$ cat src/rtl/pedestrian_light_if.sv
// Crossing-side bundle between the pedestrian head, the car light and the push-button.
// The pedestrian head is the slave; the crossing top level (or a bench) is the master.
interface pedestrian_light_if;
    logic button;
    logic night;
    logic car_red;
    logic car_yellow;
    logic car_green;
    logic start;
    logic walk;
    logic dont_walk;
    logic wait_lamp;

    modport master (
        output button, night, car_red, car_yellow, car_green,
        input  start, walk, dont_walk, wait_lamp
    );

    modport slave (
        input  button, night, car_red, car_yellow, car_green,
        output start, walk, dont_walk, wait_lamp
    );
endinterface

$ cat src/rtl/pedestrian_light.sv
// Pedestrian signal head: latches requests, asks the car light for red, and grants
// WALK / blinking WALK only while the car red lamp is actually lit.
module pedestrian_light #(
    parameter int WIDTH      = 16,
    parameter int CLEAR_TIME = 100,
    parameter int WALK_TIME  = 1000,
    parameter int BLINK_TIME = 500,
    parameter int BLINK_HALF = 50
) (
    input  logic               clk50m,
    input  logic               rst_n,
    pedestrian_light_if.slave  bus
);
    typedef enum logic [2:0] {
        S_DARK, S_IDLE, S_REQUEST, S_CLEARANCE, S_WALK, S_WALK_BLINK, S_STOP
    } state_t;

    localparam logic [WIDTH-1:0] CLEAR_LD = WIDTH'(CLEAR_TIME - 1);
    localparam logic [WIDTH-1:0] WALK_LD  = WIDTH'(WALK_TIME - 1);
    localparam logic [WIDTH-1:0] BLINK_LD = WIDTH'(BLINK_TIME - 1);
    localparam logic [WIDTH-1:0] HALF_LD  = WIDTH'(BLINK_HALF - 1);
    localparam logic [WIDTH-1:0] ONE      = WIDTH'(1);

    state_t           state_q, state_d;
    logic             pending_q, pending_d;
    logic [WIDTH-1:0] timer_q, timer_d;
    logic [WIDTH-1:0] blink_q, blink_d;
    logic             phase_q, phase_d;
    logic             walk_dec_q, dark_q, req_q, wait_q;

    logic unused_lamps;
    assign unused_lamps = ^{bus.car_yellow, bus.car_green};

    always_comb begin
        state_d   = state_q;
        pending_d = pending_q;
        timer_d   = timer_q;
        blink_d   = blink_q;
        phase_d   = phase_q;
        if (bus.night) begin
            state_d   = S_DARK;
            pending_d = 1'b0;
        end else begin
            if (bus.button && (state_q == S_CLEARANCE || state_q == S_WALK ||
                               state_q == S_WALK_BLINK || state_q == S_STOP))
                pending_d = 1'b1;
            case (state_q)
                S_DARK: state_d = S_IDLE;
                S_IDLE: begin
                    if (bus.button || pending_q) begin
                        state_d   = S_REQUEST;
                        pending_d = 1'b0;
                    end
                end
                S_REQUEST: begin
                    if (bus.car_red) begin
                        state_d = S_CLEARANCE;
                        timer_d = CLEAR_LD;
                    end
                end
                S_CLEARANCE: begin
                    if (!bus.car_red) begin
                        state_d = S_STOP;
                    end else if (timer_q == '0) begin
                        state_d = S_WALK;
                        timer_d = WALK_LD;
                    end else begin
                        timer_d = timer_q - ONE;
                    end
                end
                S_WALK: begin
                    if (!bus.car_red) begin
                        state_d = S_STOP;
                    end else if (timer_q == '0) begin
                        state_d = S_WALK_BLINK;
                        timer_d = BLINK_LD;
                        phase_d = 1'b1;
                        blink_d = HALF_LD;
                    end else begin
                        timer_d = timer_q - ONE;
                    end
                end
                S_WALK_BLINK: begin
                    if (!bus.car_red || timer_q == '0) begin
                        state_d = S_STOP;
                    end else begin
                        timer_d = timer_q - ONE;
                        if (blink_q == '0) begin
                            phase_d = ~phase_q;
                            blink_d = HALF_LD;
                        end else begin
                            blink_d = blink_q - ONE;
                        end
                    end
                end
                // Wait for red to end so one red interval never serves two crossings
                S_STOP:  if (!bus.car_red) state_d = S_IDLE;
                default: state_d = S_IDLE;
            endcase
        end
    end

    always_ff @(posedge clk50m) begin
        if (!rst_n) begin
            state_q    <= S_IDLE;
            pending_q  <= 1'b0;
            timer_q    <= '0;
            blink_q    <= '0;
            phase_q    <= 1'b0;
            walk_dec_q <= 1'b0;
            dark_q     <= 1'b0;
            req_q      <= 1'b0;
            wait_q     <= 1'b0;
        end else begin
            state_q    <= state_d;
            pending_q  <= pending_d;
            timer_q    <= timer_d;
            blink_q    <= blink_d;
            phase_q    <= phase_d;
            walk_dec_q <= (state_d == S_WALK) || (state_d == S_WALK_BLINK && phase_d);
            dark_q     <= (state_d == S_DARK);
            req_q      <= (state_d == S_REQUEST);
            wait_q     <= (state_d != S_DARK) &&
                          (state_d == S_REQUEST || state_d == S_CLEARANCE || pending_d);
        end
    end

    // Lamp gating on the live car_red keeps WALK dark in any cycle the car red is off
    assign bus.walk      = walk_dec_q & bus.car_red;
    assign bus.dont_walk = ~dark_q & ~(walk_dec_q & bus.car_red);
    assign bus.start     = req_q & ~bus.car_red;
    assign bus.wait_lamp = wait_q;
endmodule
$ cat src/flat_wrapper.sv
// flat-port wrapper written by rule: the top's interface ports become plain ports
module pedestrian_light_flat 
#(
    parameter int WIDTH      = 16,
    parameter int CLEAR_TIME = 100,
    parameter int WALK_TIME  = 1000,
    parameter int BLINK_TIME = 500,
    parameter int BLINK_HALF = 50
)
  (clk50m, rst_n, bus_button, bus_night, bus_car_red, bus_car_yellow, bus_car_green, bus_start, bus_walk, bus_dont_walk, bus_wait_lamp);
  pedestrian_light_if bus_i ();
  input  logic clk50m;
  input  logic rst_n;
  input wire logic [$bits(bus_i.button)-1:0] bus_button;
  input wire logic [$bits(bus_i.night)-1:0] bus_night;
  input wire logic [$bits(bus_i.car_red)-1:0] bus_car_red;
  input wire logic [$bits(bus_i.car_yellow)-1:0] bus_car_yellow;
  input wire logic [$bits(bus_i.car_green)-1:0] bus_car_green;
  output wire logic [$bits(bus_i.start)-1:0] bus_start;
  output wire logic [$bits(bus_i.walk)-1:0] bus_walk;
  output wire logic [$bits(bus_i.dont_walk)-1:0] bus_dont_walk;
  output wire logic [$bits(bus_i.wait_lamp)-1:0] bus_wait_lamp;
  assign bus_i.button = bus_button;
  assign bus_i.night = bus_night;
  assign bus_i.car_red = bus_car_red;
  assign bus_i.car_yellow = bus_car_yellow;
  assign bus_i.car_green = bus_car_green;
  assign bus_start = bus_i.start;
  assign bus_walk = bus_i.walk;
  assign bus_dont_walk = bus_i.dont_walk;
  assign bus_wait_lamp = bus_i.wait_lamp;
  pedestrian_light #(.WIDTH(WIDTH), .CLEAR_TIME(CLEAR_TIME), .WALK_TIME(WALK_TIME), .BLINK_TIME(BLINK_TIME), .BLINK_HALF(BLINK_HALF)) u_core (.clk50m(clk50m), .rst_n(rst_n), .bus(bus_i));
endmodule
$ cat config.mk
export PLATFORM = sky130hd
export DESIGN_NAME = pedestrian_light_flat
export DESIGN_NICKNAME = d
export VERILOG_FILES = /design/src/rtl/pedestrian_light_if.sv /design/src/rtl/pedestrian_light.sv /design/src/flat_wrapper.sv
export SDC_FILE = /design/constraint.sdc
export NUM_CORES = 1
export LEC_CHECK = 0
export CORE_ASPECT_RATIO = 0.8
export CORE_UTILIZATION = 23
export DETAILED_ROUTE_END_ITERATION = 8
export GPL_TIMING_DRIVEN = 0
export HOLD_SLACK_MARGIN = 0.05
export SLEW_MARGIN = 0
export SYNTH_ARGS = -nofsm -noshare
export SYNTH_HDL_FRONTEND = slang
export SYNTH_SLANG_ARGS = --single-unit
$ cat constraint.sdc
create_clock -name clk50m -period 2.9 [get_ports clk50m]
set_clock_uncertainty 0.15 [all_clocks]
set_input_delay 0.435 -clock clk50m [delete_from_list [all_inputs] [get_ports clk50m]]
set_output_delay 0.435 -clock clk50m [all_outputs]
set_load 0.005 [all_outputs]
# == Word-level counts from Yosys, hierarchy flattened ==
# Cells that the tools add are included.
# word_totals
latch_bits,0
in_bits,7
ram_bits,0
memories,0
ff_bits,41
wordCells,86
out_inout_bits,4
romBits,0
# op_classes
multipliers,0
n_bitwise,8
mux,32
n_addsub,2
eq_ne,15
reduce_logical,20
n_shift,0
magnitude_cmp,0
div_mod_pow,0
# op_table
cell,count
16-bit 2-to-1 mux,10
16-bit case mux with 4 select lines,1
16-bit logical NOT,2
16-bit case mux with 2 select lines,1
16-bit by 1-bit subtractor with 16-bit output (second input constant),2
3-bit 2-to-1 mux,9
3-bit case mux with 6 select lines,1
3-bit == test (second input constant),5
3-bit by 2-bit == test with 1-bit output (second input constant),4
2-bit != test (second input constant),5
1-bit 2-to-1 mux,9
1-bit logical OR,8
6-bit AND reduction,1
1-bit NOT,5
5-bit AND reduction,1
4-bit nonzero test,1
1-bit bitwise AND,3
3-bit by 1-bit == test with 1-bit output (second input constant),1
1-bit logical AND,3
3-bit logical NOT,1
3-bit nonzero test,1
1-bit case mux with 2 select lines,1
2-bit nonzero test,1
1-bit logical NOT,1

# == Longest topological paths before layout ==
# depth
ltp_word,11
ltp_mapped,10
depth_no_buf,7

# == Least setup slack after synthesis ==
# No wires, ideal clock.
# synth_timing
path_kind,register to register
start,register u_core.timer_q[0]
end,register u_core.blink_q[13]
path_stages_with_launch,9
arrival_ns,2.405
setup_time_ns,0.072
slack_ns,0.274
synth_period_minus_slack_ns,2.626
path_cell_list,dfxtp_1 inv_1 ha_1 or4b_2 nor4_4 a21oi_1 buf_2 a2111oi_2 mux2i_1
# synth_between
elab_chain_len,4
elab_cells_between_ends,5
# synth_rtl
item,line,source
start: declaration,pedestrian_light.sv:26,"logic [WIDTH-1:0] timer_q, timer_d;"
start signal: assignment,pedestrian_light.sv:117,timer_q <= timer_d;
16-bit logical NOT (*),"pedestrian_light.sv:74, pedestrian_light.sv:84",
1-bit logical OR,pedestrian_light.sv:84,if (!bus.car_red || timer_q == '0) begin
2-bit != test (no source line),--,
5-bit AND reduction (no source line) (*),--,
end signal: assignment,pedestrian_light.sv:118,blink_q <= blink_d;
end: declaration,pedestrian_light.sv:27,"logic [WIDTH-1:0] blink_q, blink_d;"
# Mark *: on every way between the ends. The rest lies on a longest branch, timed or not.
# A chain may end at the register's enable or synchronous reset.

# == Final worst setup path ==
# layout_timing
start,register u_core.timer_q[2]
end,register u_core.timer_q[12]
# layout_between
elab_chain_len,4
elab_cells_between_ends,11
# layout_rtl
item,line,source
16-bit by 1-bit subtractor with 16-bit output / 16-bit logical NOT (equally long branches),--,
16-bit 2-to-1 mux (tied with other cells),pedestrian_light.sv:74,end else if (timer_q == '0) begin
16-bit 2-to-1 mux (tied with other cells),pedestrian_light.sv:72,if (!bus.car_red) begin
16-bit case mux with 4 select lines / 6-bit AND reduction (equally long branches),--,
# Several ways; a longest one is shown, not always the timed one. The select of a mux whose other input is x is not followed.

==> results.yml <==
critical_path:
  crit_end: "u_core.timer_q[12]$_SDFFE_PN0P_"
  r2r_slack_ps: 70
  worstPathRequired_ps: 2950
  start_kind: "flop"
  path_max_fanout: 6
  r2r_end: "u_core.timer_q[12]$_SDFFE_PN0P_"
  startpoint: "u_core.timer_q[2]$_SDFFE_PN0P_"
  endpoint_kind: "flop"
  cp.arrival_ps: 2880
  crit_type: "flop to flop"
  r2r_start: "u_core.timer_q[2]$_SDFFE_PN0P_"
  reg2reg_depth: 6
synth:
  avgSynthCellArea_um2: 8.16
  yosys.area.top_type_share: 0.313
  ys_async_sr_fraction: 0
  yosysSeqAreaShare: 0.313
  synthMostInstantiatedCell: "dfxtp_1"
  synth_nets: 334
  yosys_warnings: 0
  synthDistinctLibCells: 58
  netlist_area_um2: 2630
  synth_commonest_cells: "dfxtp_1 (41), nor2_1 (24), nand2_1 (22), a21oi_1 (19), nand3_1 (19)"
  synthTopCellsByArea: "dfxtp_1 (31%), mux2i_1 (5.3%), nand3b_1 (4.3%)"
  yosysTopAreaCell: "dfxtp_1"
  synth_seq_cells: 41
  ys.flop_type: "dfxtp_1"
  synthCells: 322
  synth_edf_count: 0
power:
  leakagePower_nw: 1.24
  power_density_nw_per_um2: 520
  clkPwrFrac: 0.443
  seqPwrFrac: 0.357
  p_int_mw: 1.21
  switching_share: 0.271
  p_sw_mw: 0.448
  combPwrFrac: 0.200
  ir_drop_uv: 351
floorplanning:
  rows: 34
  coreArea_um2: 11000
  die_h_um: 97.6
  start_util: 0.239
  ioPinCount: 11
  die-area_um2: 11900
  die_w_um: 121
detailed_routing:
  vias_per_cell: 5.09
  dr.pass1.iters: 4
  ant_nets: 0
  drc: 0
  drtIter0Drc: 180
  postRouteWirelength_um: 6770
  vias: 2483
  wire_per_inst_um: 13.9
sta:
  setup_violations: 0
  post-route-period-util: 0.975
  min_period_ps: 2830
  setup_ws_ps: 73.0
  drv_slew: 0
  maxSlewHeadroom: 0.445
  finalHoldViolCount: 0
  worst_slew_pin_slew_ps: 825
  fmax_mhz: 354
global_route:
  overflow: 0
  grt_pass1_wl_um: 11200
  antenna_found_initial: 0
  grt_use_total: 0.116
  grt_max_degree: 15
  first_global_vias: 2300
outcome:
  status: "completed"
finish:
  drive_gt1_frac: 0.148
  utilization: 0.290
  finish.net_count: 355
  area_growth_pct: 21.4
  antenna_cells: 0
placement:
  io_buffer_count: 7
  place_worst_setup_slack_ps: -307
  gp_congestion: 0.837
  hpwl_um: 4570
clock_tree:
  cts.path.max_buffers: 2
  cts_tree: "built"
  path_clk_slew_ps: 70
  h-tree-depth: 2
  cts_root_buf: "clkbuf_16"
  hold_buffers: 0
  clock-sinks: 41
  cts_buffers: 5
  clock_latency_ps: 290
hold_path:
  hp-class: "flop to flop"
flow_run:
  drv_cap: 0
metal layers:
metal  vias up  routed length (µm)  share of wire  global-route usage
li1       1237                   -              -                   -
met5         -                   0              0                   0
met2        53                2940           0.43               0.163
met1      1187                3480           0.51               0.175
met3         6                 289          0.043              0.0252
met4         0                  60         0.0089              0.0304
worst max-delay path, cell delays in order (launching register included):
cell and delay [ps]:
dfxtp_1 360, or4_1 530, buf_2 180, or4_1 510
a211o_1 340, or4_4 430, a211oi_2 230
through the flow:
stage | hold WS (ps) | TNS [ps] | power (mW) | std cells | area (µm²)
after floorplan | 292 | 0 | 0.817 | 322 | 2630
after global placement | 315 | -5610 | 0.888 | 473 | 2880
after detailed placement | 320 | -6120 | 0.889 | 473 | 2880
after CTS | 333 | -14.5 | 1.65 | 484 | 3120
after global routing | 358 | -36.1 | 1.73 | 488 | 3190
final | 327 | 0 | 1.66 | 488 | 3190
kinds of logic after synthesis:
kind of cell / synth area share
buffers and inverters: 0.0600
xor gates and xnor gates: 0.0367
DFF: 0.313
and+or+nand+nor: 0.286
muxes: 0.0576
AOI/OAI and AO/OA: 0.223
adders and majority gates: 0.0238
layout make-up:
type	instances	area [µm²]
Clock inverter	3	68.8
Tap cell	144	180
Sequential cell	41	821
Timing Repair Buffer	14	123
Inverter	13	48.8
Multi-Input combinational cell	245	1700
Buffer	23	123
Clock buffer	5	125
Fill cell	1164	7790
power by group through the flow:
stage	Clock, mW	Sequential [mW]	Combinational [mW]
final	0.733	0.592	0.332
after global routing	0.769	0.594	0.366
after CTS	0.745	0.591	0.312
after detailed placement	0	0.604	0.285
after global placement	0	0.604	0.284
after floorplan	0	0.601	0.216
sequential cells by signal, summed over array words and instances, names as in the netlist:
register,count
u_core.phase_q,1
u_core.state_q,3
u_core.dark_q,1
u_core.pending_q,1
u_core.req_q,1
u_core.bus.wait_lamp,1
u_core.blink_q,16
u_core.timer_q,16
u_core.walk_dec_q,1
how the worst min path moves through the flow:
stage,end,startpoint,slack (ps),cells past startpoint
6_report,u_core.blink_q[8]$_SDFFE_PN0P_,u_core.blink_q[8]$_SDFFE_PN0P_,330,2
5_1_grt,u_core.blink_q[5]$_SDFFE_PN0P_,u_core.blink_q[5]$_SDFFE_PN0P_,360,2
4_1_cts,u_core.blink_q[5]$_SDFFE_PN0P_,u_core.blink_q[5]$_SDFFE_PN0P_,330,2
3_5_place_dp,u_core.blink_q[5]$_SDFFE_PN0P_,u_core.blink_q[5]$_SDFFE_PN0P_,320,2
3_3_place_gp,u_core.blink_q[5]$_SDFFE_PN0P_,u_core.blink_q[5]$_SDFFE_PN0P_,310,2
2_1_floorplan,u_core.blink_q[5]$_SDFFE_PN0P_,u_core.blink_q[5]$_SDFFE_PN0P_,290,2
placed cells by master (no fill, tap or decap), drive strengths merged, types with 2 or more instances in the layout:
| master | count |
|---|---|
| nand3b | 15 |
| a211o | 2 |
| clkdlybuf4s50 | 7 |
| nor4 | 5 |
| nand3 | 19 |
| or4b | 2 |
| or4 | 8 |
| nand2b | 7 |
| o21ai | 10 |
| nor3b | 2 |
| mux2i | 14 |
| nor2 | 24 |
| bufinv | 2 |
| clkbuf | 17 |
| nor3 | 13 |
| or2 | 3 |
| nand2 | 22 |
| ha | 5 |
| dfxtp | 41 |
| and2 | 3 |
| o221a | 2 |
| xnor2 | 9 |
| or3 | 5 |
| xor2 | 2 |
| a31oi | 3 |
| o31ai | 2 |
| inv | 13 |
| a2111oi | 7 |
| buf | 18 |
| a21oi | 19 |
| a21o | 2 |
| nor2b | 2 |
| o211ai | 3 |
| o32ai | 2 |
| a311oi | 3 |
| a211oi | 15 |
timing repair:
action | 4_1_cts | 5_1_grt
setup endpoints to repair | 29 | 31
cloned | 0 | 0
resized for setup | 10 | 12
pin swaps | 2 | 2
buffers inserted | 3 | 4
endpoints found under the hold margin | 0 | 0
Power figures use the tool's default switching activity.
